==> src/rtl/pipe_pkg.sv <==
// Shared types for pipeline-stage registers.
//   skid_state_t : occupancy state of the 2-entry skid stage
//   SKID_DEPTH   : number of storage entries (main + skid)
package pipe_pkg;
  typedef enum logic [1:0] {EMPTY = 2'd0, ONE = 2'd1, TWO = 2'd2} skid_state_t;
  localparam int SKID_DEPTH = 2;
endpackage

==> src/rtl/pipe_reg_skid.sv <==
// Pipeline-stage register with a 2-entry skid buffer and valid/ready handshake.
// Full throughput, 1-cycle latency, registered in_ready (no combinational
// ready path through the pipeline), flush for branch redirect.
// Ports:
//   clk, reset      : clock (rising edge), synchronous active-high reset
//   flush           : discard all held entries and any same-cycle in-transfer
//   in_valid/in_ready/in_data    : upstream handshake and payload
//   out_valid/out_ready/out_data : downstream handshake and payload
//   count           : occupancy 0..2
module pipe_reg_skid
  import pipe_pkg::*;
#(
  parameter int                DATA_W    = 32,
  parameter logic [DATA_W-1:0] RESET_VAL = '0
) (
  input  logic                              clk,
  input  logic                              reset,
  input  logic                              flush,
  input  logic                              in_valid,
  output logic                              in_ready,
  input  logic [DATA_W-1:0]                 in_data,
  output logic                              out_valid,
  input  logic                              out_ready,
  output logic [DATA_W-1:0]                 out_data,
  output logic [$clog2(SKID_DEPTH+1)-1:0]   count
);

  skid_state_t       state_q, state_d;
  logic [DATA_W-1:0] main_q, skid_q;
  logic              in_ready_q;
  logic              in_xfer, out_xfer;
  logic              load_main, main_from_skid, load_skid;

  assign in_ready  = in_ready_q;
  assign out_valid = (state_q != EMPTY);
  assign out_data  = main_q;
  assign in_xfer   = in_valid & in_ready_q;
  assign out_xfer  = out_valid & out_ready;

  always_comb begin
    case (state_q)
      ONE:     count = 2'd1;
      TWO:     count = 2'd2;
      default: count = 2'd0;
    endcase
  end

  always_comb begin
    state_d        = state_q;
    load_main      = 1'b0;
    main_from_skid = 1'b0;
    load_skid      = 1'b0;
    case (state_q)
      EMPTY: if (in_xfer) begin
        state_d   = ONE;
        load_main = 1'b1;
      end
      ONE: begin
        if (in_xfer && out_xfer) begin
          load_main = 1'b1;
        end else if (in_xfer) begin
          state_d   = TWO;
          load_skid = 1'b1;
        end else if (out_xfer) begin
          state_d = EMPTY;
        end
      end
      TWO: if (out_xfer) begin
        // Skid entry moves up; it is never overtaken by new input
        // because in_ready is low in TWO.
        state_d        = ONE;
        load_main      = 1'b1;
        main_from_skid = 1'b1;
      end
      default: state_d = EMPTY;
    endcase
    // Flush drops everything, including a same-cycle in-transfer.
    // Data registers simply keep their stale contents.
    if (flush) begin
      state_d   = EMPTY;
      load_main = 1'b0;
      load_skid = 1'b0;
    end
  end

  always_ff @(posedge clk) begin
    if (reset) begin
      state_q    <= EMPTY;
      main_q     <= RESET_VAL;
      skid_q     <= '0;
      in_ready_q <= 1'b1;
    end else begin
      state_q <= state_d;
      // Ready is a pure function of the next state, so it comes from a flop.
      in_ready_q <= (state_d != TWO);
      if (load_main) main_q <= main_from_skid ? skid_q : in_data;
      if (load_skid) skid_q <= in_data;
    end
  end

endmodule
==> config.mk <==
export PLATFORM = sky130hd
export DESIGN_NAME = pipe_reg_skid
export DESIGN_NICKNAME = d
export VERILOG_FILES = /design/src/rtl/pipe_pkg.sv /design/src/rtl/pipe_reg_skid.sv
export SDC_FILE = /design/constraint.sdc
export NUM_CORES = 1
export LEC_CHECK = 0
export ABC_CLOCK_PERIOD_IN_PS = 3200
export CAP_MARGIN = 20
export CELL_PAD_IN_SITES_DETAIL_PLACEMENT = 0
export CELL_PAD_IN_SITES_GLOBAL_PLACEMENT = 2
export CORE_AREA = 2 2 99 101
export DETAILED_ROUTE_END_ITERATION = 8
export DIE_AREA = 0 0 101 103
export GPL_TIMING_DRIVEN = 0
export HOLD_SLACK_MARGIN = 0.08
export PLACE_DENSITY_LB_ADDON = 0.15
export SLEW_MARGIN = 20
export SYNTH_ARGS = -nofsm -noshare
export SYNTH_HDL_FRONTEND = slang
export SYNTH_SLANG_ARGS = --single-unit
export TNS_END_PERCENT = 30
==> constraint.sdc <==
create_clock -name clk -period 3.2 [get_ports clk]
set_input_delay 0.48 -clock clk [delete_from_list [all_inputs] [get_ports clk]]
set_output_delay 0.48 -clock clk [all_outputs]
set_load 0.005 [all_outputs]
* Word-level counts from Yosys, hierarchy flattened
Cells that the tools add are included.
Word-level totals: register bits after elaboration 67, bits in latches 0, bits in writable memories 0, ROM bits 0, bits of input ports 37, output and inout port bits 36, logic and storage cells 30, memories 0
Cells by class: add/subtract/negate cells 0, multipliers 0, div/mod/pow operators 0, magnitude comparators 0, equality and inequality tests 3, shift-type cells 0, muxes and demuxes 18, bitwise operators 2, reductions and logical operators 3
Operators with widths (count):
- $mux W32 | 1
- $mux W2 | 6
- $mux W1 | 8
- $pmux W2 S3 | 1
- $pmux W2 S2 | 1
- $pmux W1 S3 | 1
- $and A1 B1 Y1 | 2
- $eq A2 B1 Y1 const B | 1
- $eq A2 B2 Y1 const B | 1
- $logic_not A2 Y1 | 1
- $ne A2 B2 Y1 const B | 1
- $reduce_bool A2 Y1 | 1
- $logic_and A1 B1 Y1 | 1

* Longest topological paths before layout
Gate-level depths: netlist of the first run.
depth after elaboration 8, gate-level depth with buffers 7, mapped depth without buffers 5

* Worst setup path after synthesis of the first run
Ideal clock, no wire load.
path type input-to-reg, from input out_ready, to register main_q[0] (netlist: out_data[0]), setup time 146 ps, arrival time 1639 ps, required time 3054 ps, setup slack 1415 ps, cell stages on the path 5, path buffers 2, cell sequence buf_2 or4bb_1 o41ai_4 buf_4 a211oi_2
On the way: longest elaborated chain between the ends 5, elaborated cells between the ends (all ways) 8, classes of those cells 6 x mux; 1 x bitwise; 1 x reduce/logical
Ends and longest elaborated chain:
- start, declared | line pipe_reg_skid.sv:23 | input logic out_ready,
- $and A1 B1 Y1 * | line pipe_reg_skid.sv:38 | assign out_xfer = out_valid & out_ready;
- $logic_and A1 B1 Y1 | line pipe_reg_skid.sv:59 | if (in_xfer && out_xfer) begin
- $mux W1 | line pipe_reg_skid.sv:59
- $pmux W1 S3 | line pipe_reg_skid.sv:53 | case (state_q)
- $mux W1 | line pipe_reg_skid.sv:79 | if (flush) begin
- end signal, assigned | line pipe_reg_skid.sv:96 | if (load_main) main_q <= main_from_skid ? skid_q : in_data;
- end, declared | line pipe_reg_skid.sv:29 | logic [DATA_W-1:0] main_q, skid_q;
Mark *: on every way between the ends. The rest lies on a longest branch, timed or not. A chain may end at the register's enable or synchronous reset.

* Final worst setup path of the first run
from input flush, to register main_q[7] (netlist: out_data[7])
On the way: longest elaborated chain between the ends 1
Ends and longest elaborated chain:
- start, declared | line pipe_reg_skid.sv:18 | input logic flush,
- $mux W1 | line pipe_reg_skid.sv:79
No other way between the ends.

==> out/metrics.cfg, run 1 <==
[outcome]
status = finished clean

[power]
p_leak_nw = 1.54
pwr_density_cell_mw_per_mm2 = 456
ir_worst_vdd_mv = 0.205

[run]
max_cap_violations = 0

[critical_path]
worstPathMaxFanout = 10
worst-r2r-setup-slack_ps = 1340
rr_startpoint = state_q[1]$_SDFF_PP0_
r2r_end = skid_q[24]$_SDFFE_PP0P_
crit_arrival_ps = 2240
required_ps = 3400
endpoint_kind = register
path_class = in -> reg
r2r_cells = 6
cp-start-kind = input pin

[min_path]
hold-path-endpoint = skid_q[7]$_SDFFE_PP0P_
hp-start = skid_q[7]$_SDFFE_PP0P_
hold_path.class = reg -> reg
hold_depth = 2

[synthesis]
syn_area_per_cell_um2 = 9.39
ys_ff_latch = 67
ys_async_sr_fraction_pct = 0
yosysSeqAreaShare_pct = 47.1
syn_inst = 303
synth_nets = 340
synth_enable_flop_cells = 0
yosysTopAreaCell = dfxtp_1
netlist.area_leader.share_pct = 47.1
netlist_top_cells_area = dfxtp_1 (47%), a211oi_2 (12%), mux2i_1 (12%)
yosys.cell_types.count = 24
synth_area_mm2 = 0.00285
yosys_warnings = 0
yosys-top-cells-count = dfxtp_1 (67), nand2_1 (67), mux2i_1 (33), a21oi_1 (32), nor2_1 (32)
synthFlopType = dfxtp_1

[finish]
antennaDiodeCount = 0
n_fill_cell = 984
nets = 421
drive_above_1_share_pct = 15.2
areaGrowthSynthToFinish_pct = 35.6

[route]
routedWlPerCell_um = 14.7
met1Wirelength_mm = 3.62
drtAntennaViolNets = 0
met2_length_mm = 3.29
drc = 0
drt_iter0_markers = 54
dr.pass1.iters = 4
vias_per_cell = 4.63
routed-wl-met3_um = 346
routed_wl_mm = 7.39
vias = 2329
top_layer = met4

[clock_tree]
cts_tree = built
cts_root_buf = clkbuf_8
cts_made_buffers = 9
htreeDepth = 3
cts_sinks = 67
cts_hold_buf = 0
post_cts_buffers = 0
insertion_delay_ps = 340
cts-resized-gates = 0
path_clk_slew_ps = 70
cts_buffer_depth = 2

[timing]
setup_tns_ps = 0
worst_slack_ps = 1150
fmax_ghz = 0.489
slew_viol_final = 0
fin_crit_sh_pct = 63.9
setup_viol = 0
rsz0062_at_grt = no
period_minus_slack_ps = 2050
hold_violations = 0
worst_clock_skew_ps = 6.92
slew-limit-headroom_pct = 49.1
tightest_slew_ps = 763

[global_routing]
grt_pass1_wl_mm = 11.5
gr-total-overflow = 0
grt_max_degree = 12
antenna_found_initial = 0
grt_pass1_vias = 2140
grt_usage_pct = 14.7

[floorplanning]
die_width_um = 101
fp-row-count = 36
initial_core_util_pct = 30.1
coreArea_mm2 = 0.00946
die_area_mm2 = 0.0104
die-height_um = 103
num_io_pins = 73

[placement]
io_buffers = 70
pre_cts_slack_ps = 766
dp_hpwl_mm = 4.89
place.gp.congestion = 0.714

-- cells in the final DEF, fill, tap and decap left out, types with 8 or more instances in the layout --
master           count
a211oi_2            28
a21oi_1             32
buf_2                8
clkbuf_1            11
clkbuf_8            10
clkdlybuf4s50_1     70
dfxtp_1             67
mux2i_1             33
nand2_1             67
nor2_1              32
-- layer usage --
metal | global-route usage [%] | vias to the layer above
met3 | 3.39 | 12
met1 | 19.6 | 1059
met2 | 22.7 | 56
met5 | 0 | -
met4 | 6.86 | 0
li1 | - | 1202
-- where the power goes --
| part | total, mW | switching, mW | leakage, nW | internal (mW) |
|---|---|---|---|---|
| clock | 0.623 | 0.324 | 0.0928 | 0.299 |
| combinational | 0.253 | 0.113 | 0.905 | 0.140 |
| sequential | 0.886 | 0.0180 | 0.546 | 0.867 |
| total | 1.76 | 0.455 | 1.54 | 1.31 |
-- cells by family (layout without fill, tap and decap cells) --
family                 after synthesis  after routing  synth area share, %
DFF                                 67             67                 47.1
and+or+nand+nor                    108            108                 15.2
buffers and inverters               27            113                 5.10
AOI/OAI and AO/OA                   68             68                 20.9
muxes                               33             33                 11.6
-- registers in the layout, indices dropped and copies added (netlist names) --
name,count
skid_q,32
in_ready,1
state_q,2
out_data,32
-- worst max path at each step --
stage                          from  slack, ps                   endpoint
after floorplan           out_ready       1410   out_data[0]$_SDFFE_PP0P_
after global placement        flush        770  out_data[30]$_SDFFE_PP0P_
after detailed placement      flush        770   out_data[1]$_SDFFE_PP0P_
after CTS                     flush       1140  out_data[25]$_SDFFE_PP0P_
after global routing          flush       1080  out_data[20]$_SDFFE_PP0P_
final                         flush       1150   out_data[7]$_SDFFE_PP0P_
-- layout make-up --
type | count | area, um2 | area share (%)
Inverter | 2 | 7.51 | 0.195
Timing Repair Buffer | 70 | 701 | 18.2
Multi-Input combinational cell | 209 | 1360 | 35.2
Clock buffer | 11 | 141 | 3.66
Tap cell | 114 | 143 | 3.70
Clock inverter | 5 | 28.8 | 0.746
Sequential cell | 67 | 1340 | 34.8
Buffer | 25 | 138 | 3.57
-- through the flow --
stage / utilization (%) / hold slack (ps) / area, um2 / instances / total power, mW
after floorplan: - / 436 / 2850 / 303 / 1.02
after global placement: 39.0 / 441 / 3690 / 487 / 1.16
after detailed placement: 39.0 / 446 / 3690 / 487 / 1.16
after CTS: 40.8 / 456 / 3860 / 503 / 1.79
after global routing: 40.8 / 469 / 3860 / 503 / 1.85
final: 40.8 / 454 / 3860 / 503 / 1.76
-- worst max-delay path, cell delays in order --
cell and delay, ps:
clkdlybuf4s50_1 530, o41ai_4 770, buf_4 360, a211oi_2 100
Power figures use the tool's default switching activity.
==> run 2, diff against run 1 <==
--- a/config.mk
+++ b/config.mk
@@ -5,13 +5,13 @@
 export SDC_FILE = /design/constraint.sdc
 export NUM_CORES = 1
 export LEC_CHECK = 0
-export ABC_CLOCK_PERIOD_IN_PS = 3200
+export ABC_CLOCK_PERIOD_IN_PS = 1900
 export CAP_MARGIN = 20
 export CELL_PAD_IN_SITES_DETAIL_PLACEMENT = 0
 export CELL_PAD_IN_SITES_GLOBAL_PLACEMENT = 2
-export CORE_AREA = 2 2 99 101
+export CORE_AREA = 2 2 103 105
 export DETAILED_ROUTE_END_ITERATION = 8
-export DIE_AREA = 0 0 101 103
+export DIE_AREA = 0 0 105 107
 export GPL_TIMING_DRIVEN = 0
 export HOLD_SLACK_MARGIN = 0.08
 export PLACE_DENSITY_LB_ADDON = 0.15
==> constraint.sdc (replaced) <==
create_clock -name clk -period 1.9 [get_ports clk]
set_input_delay 0.285 -clock clk [delete_from_list [all_inputs] [get_ports clk]]
set_output_delay 0.285 -clock clk [all_outputs]
set_load 0.005 [all_outputs]
==> run 2 against run 1 <==
Clock power grew 78%. Register-to-register slack lost 1200 ps. Global-route usage shrank 0.66 points. Flip-flop and latch count is the same. Via count grew 1.3%. Sequential power grew 68%. Clock-buffer cell count grew 1. Worst setup slack lost 1100 ps. Highest routed layer unchanged.
==> out/metrics.cfg, run 2 (same netlist as run 1, synthesis figures left out) <==
[critical_path]
path_cells = buf_2, or2_2, clkdlybuf4s50_1
rr_startpoint = state_q[1]$_SDFF_PP0_
worstPathMaxFanout = 9  ; -1
crit_path_end = out_valid
cp-start-kind = register
worst-r2r-setup-slack_ps = 130  ; -1210 ps
slowest_stage = clkdlybuf4s50_1
endpoint_kind = output port
r2r_cells = 7  ; +1
crit_start = state_q[1]$_SDFF_PP0_
crit_path_max_incr_delay_ps = 440  ; -330 ps
path_class = reg -> out
required_ps = 1620  ; -1780 ps
crit_arrival_ps = 1550  ; -690 ps
r2r_end = skid_q[4]$_SDFFE_PP0P_

[clock_tree]
cts_made_buffers = 9  ; unchanged
cts_tree = built
cts_root_buf = clkbuf_8
htreeDepth = 3  ; unchanged
insertion_delay_ps = 350  ; about the same
cts_sinks = 67  ; unchanged
cts_hold_buf = 0  ; unchanged
cts_buffer_depth = 2  ; unchanged
path_clk_slew_ps = 70  ; about the same

[floorplanning]
initial_core_util_pct = 28.2  ; -1.9 points
die_width_um = 105  ; +4.0%
num_io_pins = 73  ; unchanged
fp-row-count = 37  ; +2.8%
die-height_um = 107  ; +3.9%
coreArea_mm2 = 0.0101  ; +6.7%
die_area_mm2 = 0.0112  ; +8.0%

[finish]
antennaDiodeCount = 0  ; unchanged
layout_common_cells = clkdlybuf4s50_1 (69), nand2_1 (67), dfxtp_1 (67), mux2i_1 (33)
final_common_cell = clkdlybuf4s50_1
layout.cells.non_filler = 527  ; +4.8%
final_area_mm2 = 0.00392  ; +1.7%
nets = 423  ; +0.48%
areaGrowthSynthToFinish_pct = 37.9
drive_above_1_share_pct = 16.6  ; +1.5 points

[route]
drc = 0  ; unchanged
drtAntennaViolNets = 0  ; unchanged
routed_wl_mm = 7.56  ; +2.4%
dr.pass1.iters = 4  ; unchanged
routedWlPerCell_um = 14.3  ; -2.3%
vias = 2359  ; +1.3%
drt_iter0_markers = 75  ; +39%
vias_per_cell = 4.48  ; -3.3%

[global_routing]
grt_pass1_wl_mm = 12.1  ; +5.7%
grt_usage_pct = 14.1  ; -0.66 points
gr-total-overflow = 0  ; unchanged
grt_pass1_vias = 2363  ; +10%
antenna_found_initial = 0  ; unchanged
grt_max_degree = 12  ; unchanged

[placement]
placed_cell_area_mm2 = 0.00372  ; +0.75%
numPlacedInstances = 509  ; +4.5%
place.gp.congestion = 0.701  ; -1.9%
dp_hpwl_mm = 5.01  ; +2.5%
io_buffers = 70  ; unchanged

[timing]
fmax_ghz = 0.546
worst_clock_skew_ps = 10.5  ; +3.59 ps
fin_crit_sh_pct = 96.3
setup_viol = 0  ; unchanged
slew_viol_final = 0  ; unchanged
hold_violations = 0  ; unchanged
slew-limit-headroom_pct = 49.5  ; +0.41 points
period_minus_slack_ps = 1830
rsz0062_at_grt = no
tightest_slew_ps = 757  ; -6.13 ps

[power]
ir_worst_vdd_mv = 0.272  ; +32%
p_leak_nw = 1.56  ; +1.3%
pwr_density_cell_mw_per_mm2 = 772  ; +69%

[run]
max_cap_violations = 0  ; unchanged

[min_path]
hold_depth = 2  ; unchanged
hold_path.class = in -> reg

[outcome]
status = finished clean

## run 2: power by group
part           internal (mW)  leakage (nW)  switching (mW)
combinational          0.240         0.930           0.190
clock                  0.541        0.0884           0.565
sequential              1.46         0.546          0.0310
## run 2: layout make-up
class                           instances  area [um2]
Buffer                                 25         141
Timing Repair Buffer                   72         718
Clock buffer                           12         155
Sequential cell                        67        1340
Inverter                                2        7.51
Clock inverter                          4        25.0
Tap cell                              136         170
Multi-Input combinational cell        209        1360
Fill cell                            1100        6170
## run 2: timing repair
item / CTS / global route
endpoints found under the setup margin: 0 / 60
gates resized for setup: 0 / 10
setup buffers: 0 / 2
## run 2: how the worst min path moves through the flow
stage	to	slack [ps]	start
after global placement	skid_q[28]$_SDFFE_PP0P_	440	skid_q[28]$_SDFFE_PP0P_
after detailed placement	skid_q[0]$_SDFFE_PP0P_	450	skid_q[0]$_SDFFE_PP0P_
after global routing	in_ready$_SDFF_PP1_	300	out_ready
after CTS	in_ready$_SDFF_PP1_	260	out_ready
final	in_ready$_SDFF_PP1_	270	out_ready
after floorplan	state_q[0]$_SDFF_PP0_	360	flush
## run 2: routing by layer
metal  share of wire (%)  GRT usage, %  up-vias
met3                 5.0          4.19       11
met2                  45          22.4       47
met4                 1.7          6.10        0
li1                    -             -     1199
met5                   0             0        -
met1                  48          17.6     1102
## run 2: critical path: cells and delay by family (launching register included)
| kind | cells | cell delay [ps] |
|---|---|---|
| and+or+nand+nor | 1 | 300 |
| DFF | 1 | 300 |
| buffers and inverters | 2 | 600 |
## run 2: per-stage QoR
step / total power, mW / TNS, ps / hold WS, ps / utilization, % / setup WS, ps
after floorplan: 1.72 / 0 / 362 / - / 310
after CTS: 3.08 / 0 / 255 / 38.6 / 27.7
final: 3.03 / 0 / 272 / 38.9 / 69.4
after detailed placement: 1.96 / -15400 / 447 / 36.8 / -338
after global routing: 3.17 / 0 / 301 / 38.9 / 4.52
after global placement: 1.96 / -13960 / 442 / 36.8 / -303
